===== config.mk =====
export PLATFORM = sky130hd
export DESIGN_NAME = fetch_unit_flat
export DESIGN_NICKNAME = d
export VERILOG_FILES = /design/src/rtl/fetch_pkg.sv /design/src/rtl/fetch_if.sv /design/src/rtl/fetch_skid_buffer.sv /design/src/rtl/fetch_unit.sv /design/src/flat_wrapper.sv
export SDC_FILE = /design/constraint.sdc
export NUM_CORES = 1
export LEC_CHECK = 0
export CAP_MARGIN = 20
export CORE_ASPECT_RATIO = 0.7
export CORE_UTILIZATION = 56
export DETAILED_ROUTE_END_ITERATION = 6
export MAX_ROUTING_LAYER = met4
export PLACE_DENSITY = 0.86
export SLEW_MARGIN = 10
export SYNTH_ARGS = -nofsm -noshare
export SYNTH_HDL_FRONTEND = slang
export SYNTH_SLANG_ARGS = --single-unit
export TNS_END_PERCENT = 5

===== constraint.sdc =====
create_clock -name clk -period 6.5 [get_ports clk]
set_input_delay 1.95 -clock clk [delete_from_list [all_inputs] [get_ports clk]]
set_output_delay 1.95 -clock clk [all_outputs]
set_load 0.01 [all_outputs]

===== src/rtl/fetch_pkg.sv =====
// fetch_pkg: shared widths, constants and state type for the fetch stage
package fetch_pkg;
  localparam int XLEN = 32;
  localparam logic [XLEN-1:0] NOP_INSTR = 32'h0000_0013;
  localparam logic [XLEN-1:0] PC_STEP = 32'd4;
  typedef enum logic [1:0] {RUN, FLUSH, FAULT} fetch_state_t;
endpackage


===== src/rtl/fetch_if.sv =====
// fetch_if: instruction memory, decode handoff and redirect signals of the fetch stage
interface fetch_if;
  import fetch_pkg::*;
  logic imem_en;
  logic [XLEN-1:0] imem_addr;
  logic [XLEN-1:0] imem_rdata;
  logic [XLEN-1:0] instruction;
  logic [XLEN-1:0] instruction_pc;
  logic instruction_RDY_BSY;
  logic decode_ready;
  logic branch_taken;
  logic [XLEN-1:0] branch_target;
  logic fetch_fault;
  modport master(
    output imem_en, imem_addr, instruction, instruction_pc, instruction_RDY_BSY, fetch_fault,
    input imem_rdata, decode_ready, branch_taken, branch_target
  );
  modport slave(
    input imem_en, imem_addr, instruction, instruction_pc, instruction_RDY_BSY, fetch_fault,
    output imem_rdata, decode_ready, branch_taken, branch_target
  );
endinterface


===== src/rtl/fetch_skid_buffer.sv =====
// fetch_skid_buffer: one-entry word+PC holding slot with load, drain and flush
module fetch_skid_buffer
  import fetch_pkg::*;
(
  input  logic            clk,
  input  logic            rst,
  input  logic            load,
  input  logic            drain,
  input  logic            flush,
  input  logic [XLEN-1:0] d_word,
  input  logic [XLEN-1:0] d_pc,
  output logic            skid_v,
  output logic [XLEN-1:0] q_word,
  output logic [XLEN-1:0] q_pc
);
  logic v_q, v_d;
  logic [XLEN-1:0] word_q, word_d, pc_q, pc_d;
  always_comb begin
    v_d = flush ? 1'b0 : load | (v_q & !drain);
    word_d = load ? d_word : word_q;
    pc_d = load ? d_pc : pc_q;
  end
  always_ff @(posedge clk)
    if (!rst) begin
      v_q <= 1'b0;
      word_q <= NOP_INSTR;
      pc_q <= '0;
    end else begin
      v_q <= v_d;
      word_q <= word_d;
      pc_q <= pc_d;
    end
  assign skid_v = v_q;
  assign q_word = word_q;
  assign q_pc = pc_q;
endmodule


===== src/rtl/fetch_unit.sv =====
// fetch_unit: PC, credit-limited imem issue, output register and redirect FSM.
// FETCH_MISALIGN_TRAP_EN: misaligned redirect targets fault instead of being truncated.
module fetch_unit
  import fetch_pkg::*;
#(
  parameter logic [XLEN-1:0] RESET_PC = 32'h0000_0000
) (
  input logic clk,
  input logic rst,
  fetch_if.master bus
);
  fetch_state_t st_q, st_d;
  logic [XLEN-1:0] pc_q, pc_d, out_q, out_d, out_pc_q, out_pc_d, pend_pc_q, pend_pc_d;
  logic [XLEN-1:0] skid_q, skid_pc, target;
  logic out_v_q, out_v_d, pend_q, pend_d, skid_v;
  logic consume, redirect, misalign, issue, out_free, skid_load, skid_drain;
  logic [1:0] occ;
`ifdef FETCH_MISALIGN_TRAP_EN
  assign misalign = |bus.branch_target[1:0];
  assign bus.fetch_fault = st_q == FAULT;
`else
  assign misalign = 1'b0;
  assign bus.fetch_fault = 1'b0;
`endif
  assign target = bus.branch_target & ~32'd3;
  always_comb begin
    consume = out_v_q & bus.decode_ready;
    redirect = (st_q != FAULT) & bus.branch_taken;
    occ = 2'(out_v_q) + 2'(skid_v) + 2'(pend_q) - 2'(consume);
    issue = rst & (st_q != FAULT) & !bus.branch_taken & (occ < 2'd2);
    out_free = !out_v_q | consume;
    skid_drain = out_free & skid_v;
    // a response bypasses the skid only when nothing older is waiting in it
    skid_load = pend_q & !redirect & !(out_free & !skid_v);
    out_v_d = redirect ? 1'b0 : out_free ? (skid_v | pend_q) : 1'b1;
    out_d = skid_drain ? skid_q : (out_free & pend_q) ? bus.imem_rdata : out_q;
    out_pc_d = skid_drain ? skid_pc : (out_free & pend_q) ? pend_pc_q : out_pc_q;
    pend_d = issue;
    pend_pc_d = issue ? pc_q : pend_pc_q;
    pc_d = (redirect & !misalign) ? target : issue ? pc_q + PC_STEP : pc_q;
    st_d = redirect ? (misalign ? FAULT : FLUSH) : (st_q == FLUSH) ? RUN : st_q;
  end
  always_ff @(posedge clk)
    if (!rst) begin
      st_q <= RUN;
      pc_q <= RESET_PC;
      out_v_q <= 1'b0;
      out_q <= NOP_INSTR;
      out_pc_q <= '0;
      pend_q <= 1'b0;
      pend_pc_q <= '0;
    end else begin
      st_q <= st_d;
      pc_q <= pc_d;
      out_v_q <= out_v_d;
      out_q <= out_d;
      out_pc_q <= out_pc_d;
      pend_q <= pend_d;
      pend_pc_q <= pend_pc_d;
    end
  fetch_skid_buffer u_skid (
    .clk(clk),
    .rst(rst),
    .load(skid_load),
    .drain(skid_drain),
    .flush(redirect),
    .d_word(bus.imem_rdata),
    .d_pc(pend_pc_q),
    .skid_v(skid_v),
    .q_word(skid_q),
    .q_pc(skid_pc)
  );
  assign bus.imem_en = issue;
  assign bus.imem_addr = pc_q;
  assign bus.instruction = out_q;
  assign bus.instruction_pc = out_pc_q;
  assign bus.instruction_RDY_BSY = out_v_q;
endmodule


===== src/flat_wrapper.sv =====
// flat-port wrapper written by rule: the top's interface ports become plain ports
module fetch_unit_flat import fetch_pkg::*;
#(
  parameter logic [XLEN-1:0] RESET_PC = 32'h0000_0000
)
  (clk, rst, bus_imem_en, bus_imem_addr, bus_instruction, bus_instruction_pc, bus_instruction_RDY_BSY, bus_fetch_fault, bus_imem_rdata, bus_decode_ready, bus_branch_taken, bus_branch_target);
  fetch_if bus_i ();
  input logic clk;
  input logic rst;
  output wire logic [$bits(bus_i.imem_en)-1:0] bus_imem_en;
  output wire logic [$bits(bus_i.imem_addr)-1:0] bus_imem_addr;
  output wire logic [$bits(bus_i.instruction)-1:0] bus_instruction;
  output wire logic [$bits(bus_i.instruction_pc)-1:0] bus_instruction_pc;
  output wire logic [$bits(bus_i.instruction_RDY_BSY)-1:0] bus_instruction_RDY_BSY;
  output wire logic [$bits(bus_i.fetch_fault)-1:0] bus_fetch_fault;
  input wire logic [$bits(bus_i.imem_rdata)-1:0] bus_imem_rdata;
  input wire logic [$bits(bus_i.decode_ready)-1:0] bus_decode_ready;
  input wire logic [$bits(bus_i.branch_taken)-1:0] bus_branch_taken;
  input wire logic [$bits(bus_i.branch_target)-1:0] bus_branch_target;
  assign bus_imem_en = bus_i.imem_en;
  assign bus_imem_addr = bus_i.imem_addr;
  assign bus_instruction = bus_i.instruction;
  assign bus_instruction_pc = bus_i.instruction_pc;
  assign bus_instruction_RDY_BSY = bus_i.instruction_RDY_BSY;
  assign bus_fetch_fault = bus_i.fetch_fault;
  assign bus_i.imem_rdata = bus_imem_rdata;
  assign bus_i.decode_ready = bus_decode_ready;
  assign bus_i.branch_taken = bus_branch_taken;
  assign bus_i.branch_target = bus_branch_target;
  fetch_unit #(.RESET_PC(RESET_PC)) u_core (.clk(clk), .rst(rst), .bus(bus_i));
endmodule

== Word level (Yosys, flattened, before mapping) ==
Cells that the tools add are included.
Word-level totals
  register bits: 195
  bits of input ports: 68
  output and inout port bits: 99
Operators by class
  $add $sub $neg: 4
  $lt $le $gt $ge: 1
  mux-type cells: 7
  bitwise operators: 13
  reduce and logical (&&, ||, !) cells: 8
Operators with widths (count)
  $mux W32: 6
  $add A32 B3 Y32 const B: 1
  $and A1 B1 Y1: 9
  $logic_not A1 Y1: 5
  $reduce_bool A2 Y1: 2
  $or A1 B1 Y1: 3
  $add A1 B1 Y2: 1
  $add A2 B1 Y2: 1
  $lt A2 B2 Y1 const B: 1
  $reduce_or A2 Y1: 1
  $sub A2 B1 Y2: 1
  $mux W1: 1
  $not A1 Y1: 1

== Longest topological paths before layout ==
Gate-level depths: netlist (run 1).
  depth in word-level cells: 7
  depth in mapped cells: 12

== Cells and area by module ==
From an unflattened synthesis (run 1), not the netlist that was laid out.
Second synthesis, totals
  cell total of the unflattened synthesis: 864
  area, all modules: 7943.9 um2
Modules (own cells, without submodules)
  fetch_unit: times used 1, cells an instance 654, area an instance 5447.7 um2
  fetch_skid_buffer: times used 1, cells an instance 210, area an instance 2496.1 um2

== Least setup slack after synthesis (run 1) ==
Ideal clock, no wire load.
  path kind: in2out
  start: input bus_decode_ready
  end: output bus_imem_en
  arrival time: 3.671 ns
  required time: 4.550 ns
  path slack: 0.879 ns
  stages: 9
  path buffers: 2
  cells stage by stage: and2_1 -> ha_1 -> inv_1 -> ha_1 -> a21oi_2 -> mux2i_1 -> inv_1 -> clkbuf_1 -> buf_1
Between the ends
  cells in the longest elaborated chain, start to end: 4
RTL lines
  from (decl): RTL line flat_wrapper.sv:17  | input wire logic [$bits(bus_i.decode_ready)-1:0] bus_decode_ready;
  $and A1 B1 Y1: RTL line fetch_unit.sv:27  | consume = out_v_q & bus.decode_ready;
  $sub A2 B1 Y2: RTL line fetch_unit.sv:29  | occ = 2'(out_v_q) + 2'(skid_v) + 2'(pend_q) - 2'(consume);
  $lt A2 B2 Y1: RTL line fetch_unit.sv:30  | issue = rst & (st_q != FAULT) & !bus.branch_taken & (occ < 2'd2);
  $and A1 B1 Y1: RTL line fetch_unit.sv:30
  to (decl): RTL line flat_wrapper.sv:10  | output wire logic [$bits(bus_i.imem_en)-1:0] bus_imem_en;
No other way between the ends.

== Final worst setup path (run 1) ==
Ends and elaborated chain as after synthesis.

==> flow_summary.toml, run 1 <==
[run_status]
status = "finished clean"

[clock_network]
post_cts_resized = 0
clock-root-buffer = "clkbuf_16"
cts_sinks = 187
cts_tree = "built"
postCtsSetupRepairBufs = 0
clk_latency_ns = 0.43
cts.reportedPaths.clkPinSlew_ns = 0.07
htreeDepth = 4
numCtsBuffers = 17
clock_path_buffers = 2
cts_hold_buf = 0

[timing]
slew_violations = 0
grt_setup_unrepaired = "false"
fmax_ghz = 0.161
hold_violations = 0
finClkSkew_ns = 0.0105
fin_tns_setup_ns = 0
period_needed_ns = 6.21
max_slew_margin = 0.329
finalCritPeriodShare = 0.956
finalSetupViolations = 0
tightest_slew_ns = 1.01

[synth]
synth_area_um2 = 8290
synth_ff_type = "dfxtp_1"
synth-seq-cells = 187
synth_top_area_cell = "dfxtp_1"
async_flop_share = 0
synth-edff-count = 0
synth_area_leaders = "dfxtp_1 (45%), nand2_1 (9.8%), a21boi_0 (8.5%), o31ai_1 (5.4%), nand2b_1 (4.6%)"
synth_area_per_cell_um2 = 8.17
synth.top_cell.area_share = 0.452
seq_area_frac_synth = 0.452
synth_cell_type_count = 54
yosys_warnings = 0
synthCells = 1014

[setup_path]
slowest_delay_ns = 0.49
start_kind = "input port"
end_kind = "output pin"
slowest_stage = "clkdlybuf4s50_1"
path_cells = "clkdlybuf4s50_1, and2_1, ha_1, inv_1, ha_1, a21oi_2, mux2i_4, inv_1, clkdlybuf4s50_1"
cp.required_ns = 4.55
arrival_ns = 4.26
path_max_fanout = 3
crit_type = "in -> out"

[grt]
antenna_found_initial = 0
grt_max_degree = 122
grt-ovfl-total = 0
grt_pass1_vias = 7065
grt.total_usage = 0.301
grt_pass1_wl_um = 36200

[cells_and_area]
fin_cells = 1320
diodes = 0
nNetsFinal = 1188
drive_above_1_share = 0.0540
areaGrowthSynthToFinish_pct = 26.2
design_area_um2 = 10500
seq_area_um2 = 3750
fill_cells = 1089
final_cell_mix = "nand2_1 (216), dfxtp_1 (186), clkdlybuf4s50_1 (158)"
multi_input_area_um2 = 4170
fin_util = 0.737
mostFrequentLayoutCell = "nand2_1"

[power]
p_switching_uw = 665
seq_power_share = 0.489
powerDensity_nw_per_um2 = 241
power.share.clock = 0.397
ir_drop_v = 0.000175
p_sw_frac = 0.264
p_leak_uw = 0.00356
combPwrFrac = 0.114
intPower_uw = 1860

[placed_design]
placed_cells = 1288
place_hpwl_um = 13300
port_buffers = 159
place_congestion = 0.894
dpl_cell_area_um2 = 9890

[floorplan]
std_cell_rows = 36
fp.dieW_um = 147
num_io_pins = 167
dieArea_um2 = 15300
die_y_um = 104
start_util = 0.584
core-area_um2 = 14200

[detailed_routing]
drc = 0
viasPerCell = 5.78
drt_iter0_drc = 553
wirelength_um = 22100
num_vias = 7636
first_pass_iters = 5
wl_per_cell_um = 16.7
ant_nets = 0

[min_path]
hold_class = "reg -> reg"

[job]
maxCapViolCount = 0
==> critical path, delay by kind of cell <==
| kind | cells | cell delay (ns) |
|---|---|---|
| AO/OA/AOI/OAI | 1 | 0.28 |
| adder cells (fa/ha/maj) | 2 | 0.54 |
| multiplexers | 1 | 0.28 |
| buffers and inverters | 4 | 1.05 |
| AND/OR/NAND/NOR | 1 | 0.15 |
==> metrics by stage <==
stage / hold WS, ns / setup slack, ns / power (uW)
6_report: 0.460 / 0.287 / 2520
5_1_grt: 0.482 / 0.154 / 2620
4_1_cts: 0.462 / 0.272 / 2530
3_5_place_dp: 0.453 / 0.270 / 1540
3_3_place_gp: 0.444 / 0.306 / 1540
2_1_floorplan: 0.438 / 0.879 / 1380
==> cell families after synthesis <==
logic type      count (synthesis)  synth area share
simple gates                  359             0.204
other cells                     1          0.000453
mux                             8            0.0101
fa+ha+maj                       3           0.00453
buf+inv                       105            0.0513
xor+xnor                       12            0.0127
compound gates                339             0.265
flops                         187             0.452
==> cells in the mapped netlist (all sizes together) (2+ instances only) <==
| library cell | instances |
|---|---|
| nand2 | 216 |
| dfxtp | 187 |
| a21boi | 94 |
| a21oi | 76 |
| clkbuf | 74 |
| o21ai | 74 |
| nand2b | 61 |
| o31ai | 60 |
| buf | 20 |
| nand3 | 14 |
| nand4 | 12 |
| nor2 | 12 |
| xnor2 | 10 |
| inv | 9 |
| and3 | 8 |
| nor4 | 8 |
| o21a | 6 |
| and4 | 5 |
| mux2i | 5 |
| nor3 | 5 |
| o22ai | 5 |
| o311a | 5 |
| and2 | 4 |
| or4 | 4 |
| a31oi | 3 |
| ha | 3 |
| mux2 | 3 |
| nor2b | 3 |
| o211ai | 3 |
| clkinv | 2 |
| o311ai | 2 |
| o41ai | 2 |
| or3 | 2 |
| xor2 | 2 |
==> layer usage <==
layer,global-route usage,part of all wire,vias to the layer above
met3,0.0634,0.072,26
met2,0.455,0.46,289
li1,-,-,3731
met1,0.408,0.45,3590
met5,-,0,-
met4,0.0795,0.012,0
==> registers in the layout, indices dropped and copies added, names as in the netlist <==
register	cells
u_core.bus.instruction	32
u_core.u_skid.q_pc	30
u_core.bus.imem_addr	30
u_core.bus.instruction_pc	30
u_core.bus.instruction_RDY_BSY	1
u_core.pend_pc_q	30
u_core.u_skid.q_word	32
u_core.u_skid.skid_v	1
u_core.pend_q	1
==> layout make-up <==
class,count,share of cell area
clock buffers,18,0.0420
clock inverters,14,0.0120
inverters,11,0.00395
multi-input cells,726,0.398
flip-flops and latches,187,0.358
well taps,190,0.0227
repair buffers,174,0.163
==> final timing paths <==
| kind | startpoint | end | slack (ns) | cells past startpoint |
|---|---|---|---|---|
| worst min register to register | u_core.u_skid.q_pc[29] | u_core.u_skid.q_pc[29] | 0.46 | 2 |
| worst max-delay path | bus_decode_ready | bus_imem_en | 0.29 | 9 |
| worst min-delay path | u_core.u_skid.q_pc[29] | u_core.u_skid.q_pc[29] | 0.46 | 2 |
| worst max register to register | u_core.pend_q | u_core.bus.imem_addr[11] | 3.59 | 10 |
==> power groups by stage <==
| stage | logic, uW | registers [uW] | clock network, uW |
|---|---|---|---|
| after global routing | 310 | 1240 | 1070 |
| after detailed placement | 284 | 1260 | 0 |
| after floorplan | 119 | 1270 | 0 |
| after CTS | 286 | 1230 | 1010 |
| final | 286 | 1230 | 1000 |
| after global placement | 281 | 1260 | 0 |
(Power assumes the default switching activity.)
==> run 2, diff against run 1 <==
--- a/config.mk
+++ b/config.mk
@@ -11,6 +11,7 @@
 export DETAILED_ROUTE_END_ITERATION = 6
 export MAX_ROUTING_LAYER = met4
 export PLACE_DENSITY = 0.86
+export RECOVER_POWER = 100
 export SLEW_MARGIN = 10
 export SYNTH_ARGS = -nofsm -noshare
 export SYNTH_HDL_FRONTEND = slang
==> run 2 against run 1 <==
The run now ends with capacitance limit, slew limit left. Non-clock buffer count stayed put. Final area down 0.37%. Worst hold slack better by 0.0033 ns. Total power is 0.67% lower. Setup slack better by 0.0020 ns. Clock-buffer cell count stayed put. Sequential cell count stayed put. Combinational power decreased by 5%. Die area stayed put. Largest power group unchanged.
==> flow_summary.toml, run 2 (synthesis results as in run 1) <==
[timing]
grt_setup_unrepaired = "false"
fin_tns_setup_ns = 0
hold_violations = 0
timing.hold.ws_ns = 0.463
finalSetupViolations = 0
finClkSkew_ns = 0.0116
slew_violations = 335
finalCritPeriodShare = 0.955
period_needed_ns = 6.21
postLayoutSetupSlackWorst_ns = 0.289
fmax_ghz = 0.161
max_slew_margin = -1.06
tightest_slew_ns = 3.08

[min_path]
hold_class = "reg -> reg"

[power]
p_switching_uw = 662
ir_drop_v = 0.000174
p_sw_frac = 0.264
p_leak_uw = 0.00376
power.share.clock = 0.400
total_power_uw = 2510
seq_power_share = 0.492
powerDensity_nw_per_um2 = 241
combPwrFrac = 0.109
intPower_uw = 1840

[detailed_routing]
drt_iter0_drc = 536
num_vias = 7651
first_pass_iters = 5
ant_nets = 0
wirelength_um = 22100
drc = 0
wl_per_cell_um = 16.7
viasPerCell = 5.79

[setup_path]
cp.required_ns = 4.55
path_max_fanout = 3
end_kind = "output pin"
arrival_ns = 4.26
crit_type = "in -> out"
slowest_stage = "clkdlybuf4s50_1"
start_kind = "input port"
path_cells = "clkdlybuf4s50_1, and2_0, ha_1, inv_1, ha_1, a21oi_2, mux2i_4, inv_1, clkdlybuf4s50_1"
slowest_delay_ns = 0.49

[grt]
grt-ovfl-total = 0
grt.total_usage = 0.301
top_usage_layer = "met2"
met1_usage = 0.408
grt_pass1_vias = 7065
met3_usage = 0.0634
grt_pass1_wl_um = 36200
antenna_found_initial = 1
grt_util_met2 = 0.455
grt_max_degree = 122

[clock_network]
clock_path_buffers = 2
clock-root-buffer = "clkbuf_16"
cts.reportedPaths.clkPinSlew_ns = 0.07
cts_sinks = 187
numCtsBuffers = 17
cts_tree = "built"
clk_latency_ns = 0.43
cts_hold_buf = 0
htreeDepth = 4
post_cts_resized = 0
postCtsSetupRepairBufs = 0

[run_status]
status = "finished, violations left"
violations = "capacitance limit, slew limit"

[job]
maxCapViolCount = 5

[cells_and_area]
nNetsFinal = 1188
drive_above_1_share = 0.0469
mostFrequentLayoutCell = "nand2_1"
fin_util = 0.734
final_cell_mix = "nand2_1 (216), dfxtp_1 (186), a21boi_0 (94), dlygate4sd3_1 (94), a21oi_1 (75)"
fill_cells = 1106
multi_input_area_um2 = 4160
areaGrowthSynthToFinish_pct = 25.7
seq_area_um2 = 3750

[floorplan]
start_util = 0.584
fp.dieW_um = 147
dieArea_um2 = 15300
die_y_um = 104
std_cell_rows = 36
num_io_pins = 167
core-area_um2 = 14200

[placed_design]
port_buffers = 159
place_hpwl_um = 13300
place_congestion = 0.894
detailedPlace.worstSlack_ns = 0.270
[run 2: path summary, 6_finish.rpt]
check | from | to | slack (ns) | cells after the start
setup reg to reg | u_core.pend_q | u_core.bus.imem_addr[12] | 2.07 | 10
hold reg to reg | u_core.u_skid.q_word[3] | u_core.u_skid.q_word[3] | 0.46 | 2
setup / recovery | bus_decode_ready | bus_imem_en | 0.29 | 9
hold / removal | u_core.u_skid.q_word[3] | u_core.u_skid.q_word[3] | 0.46 | 2
[run 2: power by group through the flow]
stage | combinational [uW] | clock, uW | sequential, uW
finish | 272 | 1000 | 1230
global route | 295 | 1070 | 1240
CTS | 286 | 1010 | 1230
detailed placement | 284 | 0 | 1260
global placement | 281 | 0 | 1260
floorplan | 119 | 0 | 1270
[run 2: metrics by stage]
stage | instances | area [um^2]
3_3_place_gp | 1288 | 9890
3_5_place_dp | 1288 | 9890
5_1_grt | 1321 | 10400
4_1_cts | 1320 | 10500
6_report | 1321 | 10400
2_1_floorplan | 1018 | 8300
[run 2: cell type report]
type | count | area share
antenna | 1 | 0.000240
clock buffer | 18 | 0.0422
clock inverter | 14 | 0.0120
inverter | 11 | 0.00396
multi-input combinational | 726 | 0.399
sequential | 187 | 0.360
tap | 190 | 0.0228
timing repair buffer | 174 | 0.160
[run 2: critical path, delay by kind of cell]
family,cells,cell delay (ns)
buffers and inverters,4,1.06
AO/OA/AOI/OAI,1,0.28
adder cells (fa/ha/maj),2,0.54
AND/OR/NAND/NOR,1,0.15
multiplexers,1,0.28
[run 2: routing by layer]
layer  wire length (um)  part of all wire
met1               9960              0.45
met2              10200              0.46
met3               1640             0.075
met4                246             0.011
met5                  0                 0
==> run 3, diff against run 2 <==
--- a/config.mk
+++ b/config.mk
@@ -6,11 +6,14 @@
 export NUM_CORES = 1
 export LEC_CHECK = 0
 export CAP_MARGIN = 20
+export CELL_PAD_IN_SITES_DETAIL_PLACEMENT = 0
+export CELL_PAD_IN_SITES_GLOBAL_PLACEMENT = 1
 export CORE_ASPECT_RATIO = 0.7
-export CORE_UTILIZATION = 56
+export CORE_UTILIZATION = 41
+export CTS_BUF_LIST = sky130_fd_sc_hd__clkbuf_16
 export DETAILED_ROUTE_END_ITERATION = 6
 export MAX_ROUTING_LAYER = met4
-export PLACE_DENSITY = 0.86
+export PLACE_DENSITY_LB_ADDON = 0.1
 export RECOVER_POWER = 100
 export SLEW_MARGIN = 10
 export SYNTH_ARGS = -nofsm -noshare
==> run 3 against run 2 <==
The flow still finishes with violations (capacitance limit, slew limit). Critical path depth is the same. Final area grew 1.1%. Combinational power is essentially flat. Cell count grew 6.0%. Setup slack gained 0.012 ns. Sequential power is essentially flat. Critical path type unchanged. Global-route usage shrank 6.4 points. Routed wire length grew 5.4%.
==> flow_summary.toml, run 3 (synthesis results as in run 1) <==
[clock_network]
post_cts_resized = 0
clk_latency_ns = 0.43
cts_sinks = 187
htreeDepth = 4
postCtsSetupRepairBufs = 0
numCtsBuffers = 17
clock-root-buffer = "clkbuf_16"
cts_tree = "built"
cts_hold_buf = 0
cts.reportedPaths.clkPinSlew_ns = 0.07
clock_path_buffers = 2

[cells_and_area]
mostFrequentLayoutCell = "nand2_1"
design_area_um2 = 10500
multi_input_area_um2 = 4160
seq_area_um2 = 3750
drive_above_1_share = 0.0434
final_cell_mix = "nand2_1 (216), dfxtp_1 (186), a21boi_0 (94), dlygate4sd3_1 (94), a21oi_1 (75)"
areaGrowthSynthToFinish_pct = 27.1
nNetsFinal = 1188
fill_cells = 1974

[run_status]
violations = "capacitance limit, slew limit"
status = "finished, violations left"

[setup_path]
arrival_ns = 4.25
slowest_delay_ns = 0.48
crit_start = "bus_decode_ready"
path_buf_inv = 4
start_kind = "input port"
path_max_fanout = 3
crit_type = "in -> out"
end_kind = "output pin"
rr_startpoint = "u_core.u_skid.skid_v"
cp.required_ns = 4.55
slowest_stage = "clkdlybuf4s50_1"
path_cells = "clkdlybuf4s50_1, and2_0, ha_1, inv_1, ha_1, a21oi_2, mux2i_4, inv_1, clkdlybuf4s50_1"
crit_family = "buffers and inverters"

[placed_design]
place_congestion = 0.762
dpl_cell_area_um2 = 9990
port_buffers = 159
place_hpwl_um = 14300

[timing]
max_slew_margin = -0.843
finClkSkew_ns = 0.0158
tightest_slew_ns = 2.77
hold_violations = 0
fmax_ghz = 0.161
fin_tns_setup_ns = 0
grt_setup_unrepaired = "false"
finalCritPeriodShare = 0.954
period_needed_ns = 6.20
slew_violations = 217
finalSetupViolations = 0

[job]
maxCapViolCount = 5

[power]
p_leak_uw = 0.00375
total_power_uw = 2540
ir_drop_v = 0.000150
powerDensity_nw_per_um2 = 241

[floorplan]
die_y_um = 121
num_io_pins = 167
core-area_um2 = 19800
start_util = 0.419
std_cell_rows = 43
fp.dieW_um = 172
dieArea_um2 = 20800

[detailed_routing]
viasPerCell = 5.29
drc = 0
first_pass_iters = 5
wl_per_cell_um = 16.6
num_vias = 7408
wirelength_um = 23300
drt_iter0_drc = 520
ant_nets = 0

[grt]
grt_max_degree = 78
grt-ovfl-total = 0
antenna_found_initial = 1
grt_pass1_vias = 6795
grt_pass1_wl_um = 37400
grt.total_usage = 0.238

[min_path]
hold_class = "reg -> reg"
min_from = "u_core.u_skid.q_pc[12]"
[run 3: layer usage]
| metal | GRT usage | wire length (um) | vias to the layer above |
|---|---|---|---|
| met2 | 0.345 | 9960 | 162 |
| met4 | 0.0592 | 242 | 0 |
| li1 | - | - | 3737 |
| met3 | 0.0489 | 1220 | 20 |
| met5 | - | 0 | - |
| met1 | 0.335 | 11800 | 3489 |
[run 3: stage by stage]
step | setup WS [ns] | util | hold slack, ns | std cells
6_report | 0.301 | 0.532 | 0.459 | 1400
5_1_grt | 0.169 | 0.532 | 0.478 | 1400
4_1_cts | 0.274 | 0.534 | 0.463 | 1399
3_5_place_dp | 0.282 | 0.505 | 0.452 | 1368
3_3_place_gp | 0.284 | 0.505 | 0.445 | 1368
2_1_floorplan | 0.879 | - | 0.438 | 1018
[run 3: path summary, 6_finish.rpt]
path / to / slack (ns) / cells past startpoint
worst min-delay path: u_core.u_skid.q_pc[12] / 0.46 / 2
worst max register to register: u_core.bus.instruction[18] / 2.53 / 5
worst min register to register: u_core.u_skid.q_pc[12] / 0.46 / 2
worst max-delay path: bus_imem_en / 0.30 / 9
[run 3: cell type report]
type | instances | share of cell area
multi-input cells | 726 | 0.395
flip-flops and latches | 187 | 0.356
repair buffers | 174 | 0.159
clock buffers | 17 | 0.0404
well taps | 270 | 0.0321
clock inverters | 14 | 0.0139
inverters | 11 | 0.00392
diodes | 1 | 0.000238
[run 3: worst min-delay path: stages, from the launching register on]
cell      delay (ns)
dfxtp_1         0.31
nand2_1         0.04
a21boi_0        0.06
[run 3: where the power goes]
part | internal [uW] | leakage [uW] | switching [uW]
combinational | 137 | 0.00195 | 136
clock | 567 | 0.000277 | 469
sequential | 1190 | 0.00153 | 41.0
total | 1890 | 0.00375 | 647
